File: src/rtl/alu_acc.sv
// -----------------------------------------------------------------------------
// alu_acc: registered accumulator ALU with a valid/ready/done handshake.
//
// The accumulator A, the carry/borrow flag CY and the zero flag Z live in
// registers. R comes from the register file on IN_R. Every operation except
// MUL commits at the edge that accepts it. MUL runs as a WIDTH-step
// shift-add sequence, and the block is busy while it runs.
//
// Ports
//   CLK        rising-edge clock
//   RST        asynchronous, active-high reset
//   IN_VALID   operation request; it is taken only while OUT_READY is high
//   IN_OP      operation code (0..11 legal, 12..15 illegal)
//   IN_R       operand R
//   OUT_READY  an operation can be accepted this cycle
//   OUT_DONE   one-cycle pulse after a result is committed
//   OUT_ERR    one-cycle pulse, together with OUT_DONE, for an illegal op
//   OUT_A      accumulator contents
//   OUT_CY     carry/borrow flag
//   OUT_Z      zero flag (OUT_A == 0)
//
// FSM states
//   state  | meaning
//   S_IDLE | ready; single-cycle ops commit at the accepting edge
//   S_MUL  | busy; one shift-add step per edge, WIDTH steps in total
// -----------------------------------------------------------------------------
module alu_acc #(
   parameter int WIDTH  = 8,
   parameter int MUL_EN = 1
) (
   input  logic             CLK,
   input  logic             RST,
   input  logic             IN_VALID,
   input  logic [3:0]       IN_OP,
   input  logic [WIDTH-1:0] IN_R,
   output logic             OUT_READY,
   output logic             OUT_DONE,
   output logic             OUT_ERR,
   output logic [WIDTH-1:0] OUT_A,
   output logic             OUT_CY,
   output logic             OUT_Z
);

   localparam int CW = $clog2(WIDTH) + 1;

   localparam logic [3:0] OP_ADD = 4'd0;
   localparam logic [3:0] OP_SUB = 4'd1;
   localparam logic [3:0] OP_OR  = 4'd2;
   localparam logic [3:0] OP_AND = 4'd3;
   localparam logic [3:0] OP_XOR = 4'd4;
   localparam logic [3:0] OP_NOT = 4'd5;
   localparam logic [3:0] OP_LD  = 4'd6;
   localparam logic [3:0] OP_ADC = 4'd7;
   localparam logic [3:0] OP_SBB = 4'd8;
   localparam logic [3:0] OP_SHL = 4'd9;
   localparam logic [3:0] OP_SHR = 4'd10;
   localparam logic [3:0] OP_MUL = 4'd11;

   typedef enum logic {
      S_IDLE = 1'b0,
      S_MUL  = 1'b1
   } state_t;

   state_t             state_q, state_d;
   logic [WIDTH-1:0]   a_q, a_d;
   logic               cy_q, cy_d;
   logic               z_q, z_d;
   logic               done_q, done_d;
   logic               err_q, err_d;
   logic [WIDTH-1:0]   mcand_q, mcand_d;
   logic [2*WIDTH-1:0] prod_q, prod_d;
   logic [CW-1:0]      cnt_q, cnt_d;

   // Single-cycle datapath results
   logic               carry_in;
   logic               borrow_in;
   logic [WIDTH:0]     add_res;
   logic [WIDTH:0]     sub_res;
   logic [WIDTH-1:0]   alu_a;
   logic               alu_cy;
   logic               op_illegal;
   logic               op_mul;

   // Multiply step
   logic [WIDTH:0]     mul_sum;
   logic [2*WIDTH-1:0] prod_step;
   logic               mul_last;

   // ADC/SBB reuse the ADD/SUB adders with the stored flag as carry/borrow in.
   assign carry_in  = (IN_OP == OP_ADC) ? cy_q : 1'b0;
   assign borrow_in = (IN_OP == OP_SBB) ? cy_q : 1'b0;

   // The subtraction is done one bit wider than the datapath. The lowest
   // possible value is -2^WIDTH, so the extra top bit is set exactly when
   // the result is negative, which is the borrow.
   assign add_res = {1'b0, a_q} + {1'b0, IN_R} + {{WIDTH{1'b0}}, carry_in};
   assign sub_res = {1'b0, a_q} - {1'b0, IN_R} - {{WIDTH{1'b0}}, borrow_in};

   always_comb begin
      alu_a      = a_q;
      alu_cy     = cy_q;
      op_illegal = 1'b0;
      op_mul     = 1'b0;
      case (IN_OP)
         OP_ADD, OP_ADC: begin
            alu_a  = add_res[WIDTH-1:0];
            alu_cy = add_res[WIDTH];
         end
         OP_SUB, OP_SBB: begin
            alu_a  = sub_res[WIDTH-1:0];
            alu_cy = sub_res[WIDTH];
         end
         OP_OR: begin
            alu_a  = a_q | IN_R;
            alu_cy = 1'b0;
         end
         OP_AND: begin
            alu_a  = a_q & IN_R;
            alu_cy = 1'b0;
         end
         OP_XOR: begin
            alu_a  = a_q ^ IN_R;
            alu_cy = 1'b0;
         end
         OP_NOT: begin
            alu_a  = ~a_q;
            alu_cy = 1'b0;
         end
         OP_LD: begin
            alu_a  = IN_R;
         end
         OP_SHL: begin
            alu_a  = {a_q[WIDTH-2:0], 1'b0};
            alu_cy = a_q[WIDTH-1];
         end
         OP_SHR: begin
            alu_a  = {1'b0, a_q[WIDTH-1:1]};
            alu_cy = a_q[0];
         end
         OP_MUL: begin
            if (MUL_EN != 0) begin
               op_mul = 1'b1;
            end else begin
               op_illegal = 1'b1;
            end
         end
         default: begin
            op_illegal = 1'b1;
         end
      endcase
   end

   // The upper half of prod holds the partial product and the lower half
   // starts out holding the multiplier. Each step adds the multiplicand into
   // the upper half when the current multiplier bit (prod[0]) is set. Then
   // the whole register shifts right. After WIDTH steps the multiplier bits
   // have all been consumed and prod holds the full 2*WIDTH-bit product.
   assign mul_sum   = {1'b0, prod_q[2*WIDTH-1:WIDTH]}
                    + (prod_q[0] ? {1'b0, mcand_q} : {(WIDTH+1){1'b0}});
   assign prod_step = {mul_sum, prod_q[WIDTH-1:1]};
   assign mul_last  = (cnt_q == CW'(WIDTH - 1));

   always_comb begin
      state_d = state_q;
      a_d     = a_q;
      cy_d    = cy_q;
      z_d     = z_q;
      done_d  = 1'b0;
      err_d   = 1'b0;
      mcand_d = mcand_q;
      prod_d  = prod_q;
      cnt_d   = cnt_q;
      case (state_q)
         S_IDLE: begin
            if (IN_VALID) begin
               if (op_illegal) begin
                  done_d = 1'b1;
                  err_d  = 1'b1;
               end else if (op_mul) begin
                  state_d = S_MUL;
                  mcand_d = a_q;
                  prod_d  = {{WIDTH{1'b0}}, IN_R};
                  cnt_d   = '0;
               end else begin
                  a_d    = alu_a;
                  cy_d   = alu_cy;
                  z_d    = (alu_a == '0);
                  done_d = 1'b1;
               end
            end
         end
         S_MUL: begin
            prod_d = prod_step;
            cnt_d  = cnt_q + CW'(1);
            if (mul_last) begin
               state_d = S_IDLE;
               a_d     = prod_step[WIDTH-1:0];
               cy_d    = |prod_step[2*WIDTH-1:WIDTH];
               z_d     = (prod_step[WIDTH-1:0] == '0);
               done_d  = 1'b1;
            end
         end
         default: begin
            state_d = S_IDLE;
         end
      endcase
   end

   always_ff @(posedge CLK or posedge RST) begin
      if (RST) begin
         state_q <= S_IDLE;
         a_q     <= '0;
         cy_q    <= 1'b0;
         z_q     <= 1'b1;
         done_q  <= 1'b0;
         err_q   <= 1'b0;
         mcand_q <= '0;
         prod_q  <= '0;
         cnt_q   <= '0;
      end else begin
         state_q <= state_d;
         a_q     <= a_d;
         cy_q    <= cy_d;
         z_q     <= z_d;
         done_q  <= done_d;
         err_q   <= err_d;
         mcand_q <= mcand_d;
         prod_q  <= prod_d;
         cnt_q   <= cnt_d;
      end
   end

   assign OUT_READY = (state_q == S_IDLE);
   assign OUT_DONE  = done_q;
   assign OUT_ERR   = err_q;
   assign OUT_A     = a_q;
   assign OUT_CY    = cy_q;
   assign OUT_Z     = z_q;

endmodule

File: config.mk
export PLATFORM = sky130hd
export DESIGN_NAME = alu_acc
export DESIGN_NICKNAME = d
export VERILOG_FILES = /design/src/rtl/alu_acc.sv
export SDC_FILE = /design/constraint.sdc
export NUM_CORES = 1
export LEC_CHECK = 0
export CORE_MARGIN = 4
export CORE_UTILIZATION = 30
export DETAILED_ROUTE_END_ITERATION = 8
export PLACE_DENSITY = 0.45
export SLEW_MARGIN = 20
export SYNTH_ARGS = -nofsm -noshare
export SYNTH_HDL_FRONTEND = slang
export SYNTH_SLANG_ARGS = --single-unit
File: constraint.sdc
create_clock -name CLK -period 3.74 [get_ports CLK]
set_input_delay 0.748 -clock CLK [delete_from_list [all_inputs] [get_ports CLK]]
set_output_delay 0.748 -clock CLK [all_outputs]
set_load 0.02 [all_outputs]
==> metrics.md, run 1 <==
| Metric | Value |
|---|---|
| CP Buf/Inv Count | 1 |
| Share of the synthesized area in the top cell type | 25.3% |
| CTS tree | yes |
| Final core occ | 37.7% |
| Final setup violation count | 0 |
| LEAKAGE | around 2.1 nW |
| Total grt overflow | 0 |
| Max-cap check violation count | 0 |
| R2R setup slack | slightly below 0.6 ns |
| CTS max path bufs | 2 |
| CP Capture Type | flop |
| Crit Reg-Reg Endpoint | OUT_CY |
| RePlAce Congestion | just over 0.9 |
| Worst vdd ir | between 0.2 and 0.25 mV |
| PD cells | 735 nW/µm² |
| Hold slack final | 0.493 ns |
| Mapped cell area | ~4000 µm² |
| Post-DP HPWL | 10100 µm |
| Global-route wire length before repair | 21800 µm |
| Core Box Area | 12800 µm² |
| Required time of the critical path | 3.92 ns |
| Residual DRC | 0 |
| Hold Crit Start | cnt_q[3] |
| CTS clock-pin slew for the worst setup and hold paths | around 0.060 ns |
| Final wirelength | about 13000 µm |
| Num Clock Sinks | a little over 40 |
| H-tree levels | 2 |
| Yosys top cell by area | dfrtp_1 |
| Register bit count reported by yosys | 41 |
| Post-synth EDFFs | 0 |
| Worst hold path depth | 1 |
| Share of post-route cells with drive strength above 1 | between 10% and 20% |
| Vias in the first global route | 3795 |
| Slew Limit Fails | 0 |
| Measured slew at the worst slew-check pin | between 0.8 and 0.9 ns |
| Root buf cell | clkbuf_16 |
| WS Path Type | primary input to flop |
| Initial antenna violation count | 0 |
| Slew HR | between 40% and 50% |
| Final Hold Vio Count | 0 |
| Latest clock arrival within the worst-skew pair | approximately 0.28 ns |
| Post-synthesis async set-or-reset flop share | 100% |
| Floorplan die height | roughly 120 µm |
| Largest net degree at the start of global routing | 38 |
| Highest-delay cell along the critical path | a2111o_1 |
| Fmax | ~280 MHz |
| Cell variety after synth | 69 |
| Post-Place Cells | 693 |
| Ys flop type | dfrtp_1 |
| NumNets Final | slightly below 600 |
| Cells after Synth | between 400 and 500 |
| Top cells by count, synth | 43 x nor2_1, 41 x o21ai_0, 40 x dfrtp_1 |
| Die width | 123 µm |
| Via count | 3753 |
| Layout Skew | between 0.004 and 0.005 ns |
| Highest net fanout along the worst path | 3 |
| TritonCTS Buffers | 5 |
| R2r startpoint | prod_q[0] |
| GRT Overall Usage | 18.5% |
| IO Count | 28 |
| Data arrival, critical path | ~3.8 ns |
| Synth area leaders | dfrtp_1 25%, ha_1 12%, o21ai_0 5.2%, a21oi_1 4.3%, nor2_1 4.1% |
| R2R depth | 10 |
| Max incr delay on CP | between 0.4 and 0.5 ns |
| 1st-pass router iterations | 5 |
| Status | completed |
| Worst setup SP type | primary input |
| DR WL/cell | ~19 µm |
| Syn Nets | roughly 540 |
| Finished Layout Cells | 703 |
| Rows | between 40 and 50 |
| Post-layout min period | 3.62 ns |
| Worst Hold Class | flop to flop |
| Avg Inst Size Synth | 8.21 µm² |
| Die ar. | 15100 µm² |
| Period utilization | 96.7% |
| Antenna diodes | 0 |
| Port bufs | 27 |
| CP top delay family | compound AO/OA/AOI/OAI gates |
| Count leader, synth | nor2_1 |
| Critical-path cell list | clkdlybuf4s50_1 -> nor2b_1 -> nand3_1 -> fa_1 -> ha_1 -> o21ai_1 -> a2111o_1 -> nor3b_1 -> o31ai_2 -> a31oi_2 -> o41ai_2 |
| Unrepaired setup endpoints after global routing | true |
| Post-route ant nets | 0 |
| Vias/cell | approximately 5.3 |
| Drt first-iter violations | 277 |
| Seq/Total Area, Yosys | between 20% and 30% |
| Hold Path End | cnt_q[3] |
| Synth Warn # | 0 |
| Syn-to-layout area delta | 21.7% |
| Initial cell density of the core | between 30% and 40% |
[report_power, final]
group | switching (mW) | internal [mW]
Combinational | 1.27 | 0.979
Sequential | 0.187 | 0.640
Clock | 0.178 | 0.283
[kinds of logic after synthesis]
kind of cell / after synthesis / synth area share, %
and+or+nand+nor: 158 / 20.1
AOI/OAI and AO/OA: 152 / 25.4
muxes: 14 / 3.79
xor gates and xnor gates: 11 / 2.43
DFF: 41 / 25.9
buffers and inverters: 62 / 7.49
adders and majority gates: 44 / 14.9
[cell usage in the layout, fill, tap and decap left out, types with 3 or more instances in the layout]
cell / instances
a211oi_1: 3
a21o_1: 7
a21oi_1: 34
a22oi_1: 4
a31oi_1: 7
and2_1: 11
and3_1: 4
buf_4: 41
clkbuf_16: 5
clkdlybuf4s50_1: 27
dfrtp_1: 40
fa_1: 3
ha_1: 39
inv_1: 33
mux2_2: 8
mux2i_1: 6
nand2_1: 33
nand2b_1: 7
nand3_1: 8
nor2_1: 43
nor2b_1: 8
nor3_1: 14
nor3b_1: 3
nor4_1: 7
o211ai_1: 5
o21a_1: 4
o21ai_0: 40
o22ai_1: 5
o31ai_1: 3
or3_1: 4
xnor2_1: 6
xor2_1: 4
[per-layer routing]
metal	global-route usage, %	share of wire (%)	up-vias
li1	-	-	1847
met1	28.1	50	1803
met2	28.2	44	94
met3	2.21	4.1	9
met4	3.71	1.4	0
met5	0	0	-
[area by class of cell]
cell class              count  area [µm²]
repair buffers             68         578
well taps                 172         215
fillers                  1307        7960
clock inverters             1        5.00
multi-input cells         379        2710
flip-flops and latches     41        1030
clock buffers               7         153
inverters                  35         131
[metrics by stage]
| step | instance area, µm² | TNS (ns) | total power, mW | worst slack [ns] |
|---|---|---|---|---|
| final | 4820 | 0 | 3.54 | 0.123 |
| after global routing | 4820 | -0.0645 | 3.87 | -0.0360 |
| after CTS | 4730 | 0 | 3.48 | 0.0241 |
| after detailed placement | 4570 | -1.13 | 2.99 | -0.339 |
| after global placement | 4570 | -1.14 | 3.01 | -0.334 |
| after floorplan | 3960 | 0 | 2.23 | 0.336 |
[flip-flops by register name (all words and copies together), names as in the netlist]
signal,count
OUT_A,8
OUT_ERR,1
cnt_q,4
OUT_DONE,1
mcand_q,8
OUT_Z,1
prod_q,16
state_q,1
OUT_CY,1
[worst max-delay path by stage]
stage	startpoint	endpoint	slack, ns	cells past startpoint
after detailed placement	IN_OP[3]	OUT_A[6]	-0.34	14
after global placement	IN_OP[3]	OUT_A[6]	-0.33	14
after CTS	IN_OP[3]	OUT_A[6]	0.02	14
final	IN_OP[3]	OUT_Z	0.12	11
after global routing	IN_OP[3]	OUT_A[6]	-0.04	14
after floorplan	IN_OP[2]	OUT_Z	0.34	12
[what timing repair did]
action | 4_1_cts | 5_1_grt
endpoints found under the setup margin | 2 | 4
buffers inserted | 0 | 2
gates resized for setup | 1 | 13
pin swaps | 0 | 6
hold buffers | 0 | 0
(Power assumes the default switching activity.)
==> inputs of run 2 (changes only) <==
--- a/config.mk
+++ b/config.mk
@@ -7,6 +7,8 @@
 export LEC_CHECK = 0
 export CORE_MARGIN = 4
 export CORE_UTILIZATION = 30
+export CTS_BUF_LIST = sky130_fd_sc_hd__clkbuf_8
+export CTS_CLUSTER_DIAMETER = 40
 export DETAILED_ROUTE_END_ITERATION = 8
 export PLACE_DENSITY = 0.45
 export SLEW_MARGIN = 20
==> run 2 against run 1 <==
Die area unchanged. Clock skew up 0.0024 ns. Largest cell class unchanged. Critical path depth up 3. Worst setup slack better by 0.046 ns. Largest power group unchanged. Core utilization down 0.44 points. Clock power down 26%. Hold slack better by 0.0040 ns. First-iteration DRC count up 1.4%.
==> metrics.md, run 2 (synthesized netlist as in run 1, its figures left out) <==
| Metric | Value |
|---|---|
| Status | completed |
| FF/Latch Area | about 1000 µm² |
| CTS max path bufs | 2 |
| Residual DRC | 0 |
| CTS clock-pin slew for the worst setup and hold paths | around 0.090 ns |
| Post-route ant nets | 0 |
| GRT Overall Usage | a little under a fifth |
| Highest-delay cell along the critical path | clkdlybuf4s50_1 |
| Critical-path cell list | clkdlybuf4s50_1 -> buf_4 -> nand2b_1 -> nor3_2 -> fa_2 -> inv_1 -> fa_2 -> nand2b_4 -> a211oi_4 -> o22a_1 -> xor2_2 -> nand2_1 -> a211o_1 -> a31oi_1 |
| Global-route wire length before repair | between 20000 and 25000 µm |
| FILL cells | about 1.3k |
| Largest net degree at the start of global routing | 38 |
| Die width | roughly 120 µm |
| Die ar. | around 15000 µm² |
| Period utilization | a little over nine tenths |
| Latest clock arrival within the worst-skew pair | 0.30 ns |
| IO Count | 28 |
| Vias in the first global route | around 3.8k |
| Measured slew at the worst slew-check pin | between 0.8 and 0.9 ns |
| CP dominant cell by count | fa_2 |
| Post-DP HPWL | slightly above 10000 µm |
| Root buf cell | clkbuf_8 |
| Final Hold Vio Count | 0 |
| Rows | a little over 40 |
| Vias/cell | around 5.4 |
| Syn-to-layout area delta | 20.3% |
| Layout Skew | 0.00665 ns |
| Via count | roughly 3.8k |
| CTS tree | yes |
| Net Sw Frac | between 40% and 50% |
| Clk pwr share | under 10% |
| Share of post-route cells with drive strength above 1 | approximately 16% |
| Hold Path End | cnt_q[3] |
| Hold Crit Start | cnt_q[3] |
| Most common cell after layout, fill and taps aside | nor2_1 |
| Final setup violation count | 0 |
| Antenna diodes | 0 |
| Total grt overflow | 0 |
| Internal Power | approximately 1.8 mW |
| Initial antenna violation count | 0 |
| Worst setup SP type | primary input |
| R2R depth | 10 |
| TritonCTS Buffers | 5 |
| Final wirelength | between 10000 and 15000 µm |
| Slew Limit Fails | 0 |
| Switch Pwr | about 1.6 mW |
| Gate power share | about two thirds |
| Worst Hold Class | flop to flop |
| WS Path Type | primary input to flop |
| Floorplan die height | between 100 and 150 µm |
| DR WL/cell | 19.0 µm |
| Max incr delay on CP | roughly 0.41 ns |
| RePlAce Congestion | 0.905 |
| Required time of the critical path | 3.96 ns |
| Max-cap check violation count | 0 |
| CP Capture Type | flop |
| Hold slack final | between 0.4 and 0.5 ns |
| Crit Reg-Reg Endpoint | OUT_CY |
| Core Box Area | ~13000 µm² |
| R2R setup slack | between 0.6 and 0.7 ns |
| PD cells | between 700 and 800 nW/µm² |
| Initial cell density of the core | 31.0% |
| Design Power | about 3.4 mW |
| Num Clock Sinks | around 40 |
| Post-layout min period | 3.57 ns |
| Largest Register | prod_q |
| 1st-pass router iterations | 5 |
| NumNets Final | between 500 and 600 |
| Port bufs | 27 |
| Number of flip-flops in the largest register | 16 |
| Flop pwr share | between 20% and 30% |
| Worst hold path depth | 1 |
| Highest net fanout along the worst path | 2 |
| Worst vdd ir | 0.212 mV |
| Drt first-iter violations | between 200 and 300 |
| R2r startpoint | prod_q[0] |
| Most frequent cells in the layout | 43 x nor2_1, 41 x buf_4, 40 x dfrtp_1, 40 x o21ai_0, 39 x ha_1 |
| Data arrival, critical path | between 3 and 4 ns |
| Slew HR | 41.4% |
| H-tree levels | 2 |
| Fmax | 280 MHz |
| Unrepaired setup endpoints after global routing | true |
| LEAKAGE | 2.12 nW |
| Area of the multi-input gates | about 2700 µm² |
| Hold Buf Count CTS | 0 |
==> run 2: critical path: cells and delay by family <==
kind                     cells  cell delay (ns)
AO/OA/AOI/OAI                4             0.95
buffers and inverters        3             0.62
XOR/XNOR                     1             0.19
AND/OR/NAND/NOR              4             0.65
adder cells (fa/ha/maj)      2             0.63
==> run 2: timing repair <==
| item | 4_1_cts | 5_1_grt |
|---|---|---|
| setup endpoints to repair | 1 | 4 |
| pin swaps | 0 | 6 |
| hold endpoints to repair | 0 | 0 |
| gates resized for setup | 1 | 13 |
| buffers inserted | 0 | 2 |
==> run 2: how the worst max path moves through the flow <==
stage	from	endpoint	slack [ns]	cells after the start
global placement	IN_OP[3]	OUT_A[6]	-0.33	14
CTS	IN_OP[3]	OUT_A[6]	0.04	14
finish	IN_OP[3]	OUT_A[6]	0.17	14
floorplan	IN_OP[2]	OUT_Z	0.34	12
global route	IN_OP[3]	OUT_A[6]	-0.04	14
detailed placement	IN_OP[3]	OUT_A[6]	-0.34	14
==> run 2: layout make-up <==
cell class / count / area share [%]
Sequential cell: 41 / 21.6
Timing Repair Buffer: 68 / 12.1
Inverter: 35 / 2.76
Multi-Input combinational cell: 379 / 56.9
Tap cell: 172 / 4.52
Clock buffer: 7 / 2.02
Clock inverter: 1 / 0.105
==> run 2: stage by stage <==
stage	util, %	instance area, µm²	worst slack (ns)	instances	TNS, ns
global route	37.3	4760	-0.0393	703	-0.0448
global placement	35.8	4570	-0.334	693	-1.14
detailed placement	35.8	4570	-0.339	693	-1.13
finish	37.3	4760	0.169	703	0
CTS	36.6	4680	0.0416	701	0
floorplan	-	3960	0.336	482	0
==> run 2: routing by layer <==
metal,wire [µm],up-vias,GRT usage [%]
li1,-,1844,-
met1,6570,1809,28.3
met2,5860,106,28.0
met3,701,16,2.21
met4,208,0,3.71
met5,0,-,0
==> run 2: power groups by stage <==
stage               Clock (mW)  Sequential (mW)  Combinational, mW
global route             0.372            0.856               2.52
floorplan                    0            0.858               1.37
global placement             0            0.830               2.18
finish                   0.339            0.826               2.25
detailed placement           0            0.838               2.16
CTS                      0.344            0.829               2.18
==> inputs of run 3 (changes only) <==
--- a/config.mk
+++ b/config.mk
@@ -10,7 +10,7 @@
 export CTS_BUF_LIST = sky130_fd_sc_hd__clkbuf_8
 export CTS_CLUSTER_DIAMETER = 40
 export DETAILED_ROUTE_END_ITERATION = 8
-export PLACE_DENSITY = 0.45
+export PLACE_DENSITY_LB_ADDON = 0.12
 export SLEW_MARGIN = 20
 export SYNTH_ARGS = -nofsm -noshare
 export SYNTH_HDL_FRONTEND = slang
==> run 3 against run 2 <==
Total power up 0.12%. Via count down 0.24%. Register-to-register slack about the same. First-iteration DRC count down 15%. Wire length up 1.2%. Sequential share of layout area about the same. Hold slack worse by 0.0076 ns. Cell area down 0.11%. Flip-flop and latch count unchanged. Global-route usage up 0.28 points. Fmax down 1.0%. Critical path type unchanged. Highest routed layer unchanged.
==> metrics.md, run 3 (synthesized netlist as in run 1, its figures left out) <==
| Metric | Value |
|---|---|
| Status | completed |
| Syn-to-layout area delta | 20.2% |
| Data arrival, critical path | around 3.8 ns |
| CP Capture Type | flop |
| Global-route wire length before repair | around 22000 µm |
| Via count | about 3.8k |
| Most frequent cells in the layout | 43 x nor2_1, 43 x buf_4, 40 x dfrtp_1, 40 x o21ai_0, 39 x ha_1 |
| Fmax | between 200 and 300 MHz |
| Final Hold Vio Count | 0 |
| FILL cells | 1347 |
| Critical-path cell list | clkdlybuf4s50_1 -> nor2b_1 -> nand3_1 -> fa_1 -> ha_1 -> o21ai_1 -> a2111o_1 -> nor3b_1 -> o31ai_1 -> a31oi_1 -> o41ai_2 |
| Finished Layout Cells | just over 700 |
| Area of the multi-input gates | 2680 µm² |
| Vias in the first global route | between 3k and 4k |
| LEAKAGE | between 2 and 2.5 nW |
| Worst vdd ir | 0.236 mV |
| Measured slew at the worst slew-check pin | 0.804 ns |
| Root buf cell | clkbuf_8 |
| Total grt overflow | 0 |
| Required time of the critical path | slightly below 4 ns |
| Drt first-iter violations | approximately 240 |
| Number of flip-flops in the largest register | 16 |
| CTS clock-pin slew for the worst setup and hold paths | approximately 0.09 ns |
| Initial cell density of the core | 31.0% |
| Post-Place Cells | just under 700 |
| Setup TNS | 0 ns |
| Final wirelength | about 14000 µm |
| Post-DP HPWL | 10300 µm |
| Final setup violation count | 0 |
| Largest net degree at the start of global routing | 42 |
| Highest net fanout along the worst path | 3 |
| Worst Hold Class | flop to flop |
| Port bufs | 27 |
| CTS max path bufs | 2 |
| Rows | 41 |
| Residual DRC | 0 |
| DR WL/cell | about 19 µm |
| Core Box Area | roughly 13000 µm² |
| GRT Overall Usage | around a fifth |
| Largest Register | prod_q |
| Period utilization | a little over nine tenths |
| Die ar. | about 15000 µm² |
| IO Count | 28 |
| Max-cap check violation count | 0 |
| CP Buf/Inv Count | 1 |
| Post-layout min period | about 3.6 ns |
| Slew Limit Fails | 0 |
| Hold slack final | around 0.5 ns |
| NumNets Final | around 600 |
| Die width | between 100 and 150 µm |
| Post-route ant nets | 0 |
| Latest clock arrival within the worst-skew pair | about 0.3 ns |
| FF/Latch Area | about 1000 µm² |
| Initial antenna violation count | 0 |
| Slew HR | 46.0% |
| Max incr delay on CP | 0.47 ns |
| PD cells | ~720 nW/µm² |
| RePlAce Congestion | between 0.8 and 0.9 |
| Layout Skew | slightly below 0.008 ns |
| 1st-pass router iterations | 5 |
| Vias/cell | between 5 and 6 |
| CP top delay family | compound AO/OA/AOI/OAI gates |
| Num Clock Sinks | between 40 and 50 |
| Antenna diodes | 0 |
| TritonCTS Buffers | 5 |
| Share of post-route cells with drive strength above 1 | around 15% |
| Worst setup SP type | primary input |
| WS Path Type | primary input to flop |
| Floorplan die height | 123 µm |
| Highest-delay cell along the critical path | clkdlybuf4s50_1 |
| CTS tree | yes |
| H-tree levels | 2 |
[run 3: changes by cell type in the layout (fill, tap and decap cells not counted), sizes merged]
cell      change
clkinvlp      +1
bufinv        +1
buf           +2
clkbuf        -2
[run 3: routing by layer]
metal	global-route usage (%)	routed length [µm]	share of wire, %
met5	0	0	0
met4	5.53	254	1.9
met3	2.35	674	5.0
met2	28.9	5970	44
met1	27.6	6600	49
[run 3: worst paths after layout]
| kind | start | to | slack [ns] | depth (start not counted) |
|---|---|---|---|---|
| worst max register to register | prod_q[0] | OUT_CY | 0.63 | 10 |
| max in group asynchronous | RST | cnt_q[3] | 2.48 | 3 |
| worst max-delay path | IN_OP[3] | OUT_Z | 0.13 | 11 |
| worst min-delay path | cnt_q[3] | cnt_q[3] | 0.49 | 1 |
| worst min register to register | cnt_q[3] | cnt_q[3] | 0.49 | 1 |
| min in group asynchronous | RST | prod_q[10] | 0.86 | 3 |
[run 3: timing repair]
item,CTS,global route
cloned,0,0
resized for setup,1,7
endpoints found under the hold margin,0,0
endpoints found under the setup margin,1,5
pin swaps,0,4
hold buffers,0,0
buffers inserted,0,1
[run 3: power by group]
| group | internal [mW] | leakage (nW) | switching [mW] | total, mW |
|---|---|---|---|---|
| Combinational | 0.964 | 1.57 | 1.27 | 2.23 |
| Clock | 0.200 | 0.0543 | 0.178 | 0.378 |
| Sequential | 0.639 | 0.509 | 0.171 | 0.810 |
| Total | 1.80 | 2.13 | 1.62 | 3.42 |
[run 3: layout make-up]
type | count | area share, %
Timing Repair Buffer | 70 | 12.5
Tap cell | 172 | 4.52
Clock buffer | 5 | 1.45
Sequential cell | 41 | 21.6
Clock inverter | 3 | 0.973
Inverter | 35 | 2.76
Multi-Input combinational cell | 379 | 56.2
[run 3: per-stage QoR]
step | cell area, µm² | setup WS (ns) | power (mW) | utilization [%]
after detailed placement | 4590 | -0.375 | 2.99 | 36.0
after CTS | 4710 | 0.0379 | 3.40 | 36.9
final | 4760 | 0.132 | 3.42 | 37.2
after global placement | 4590 | -0.367 | 3.00 | 36.0
after floorplan | 3960 | 0.336 | 2.23 | -
after global routing | 4760 | -0.00687 | 3.75 | 37.2
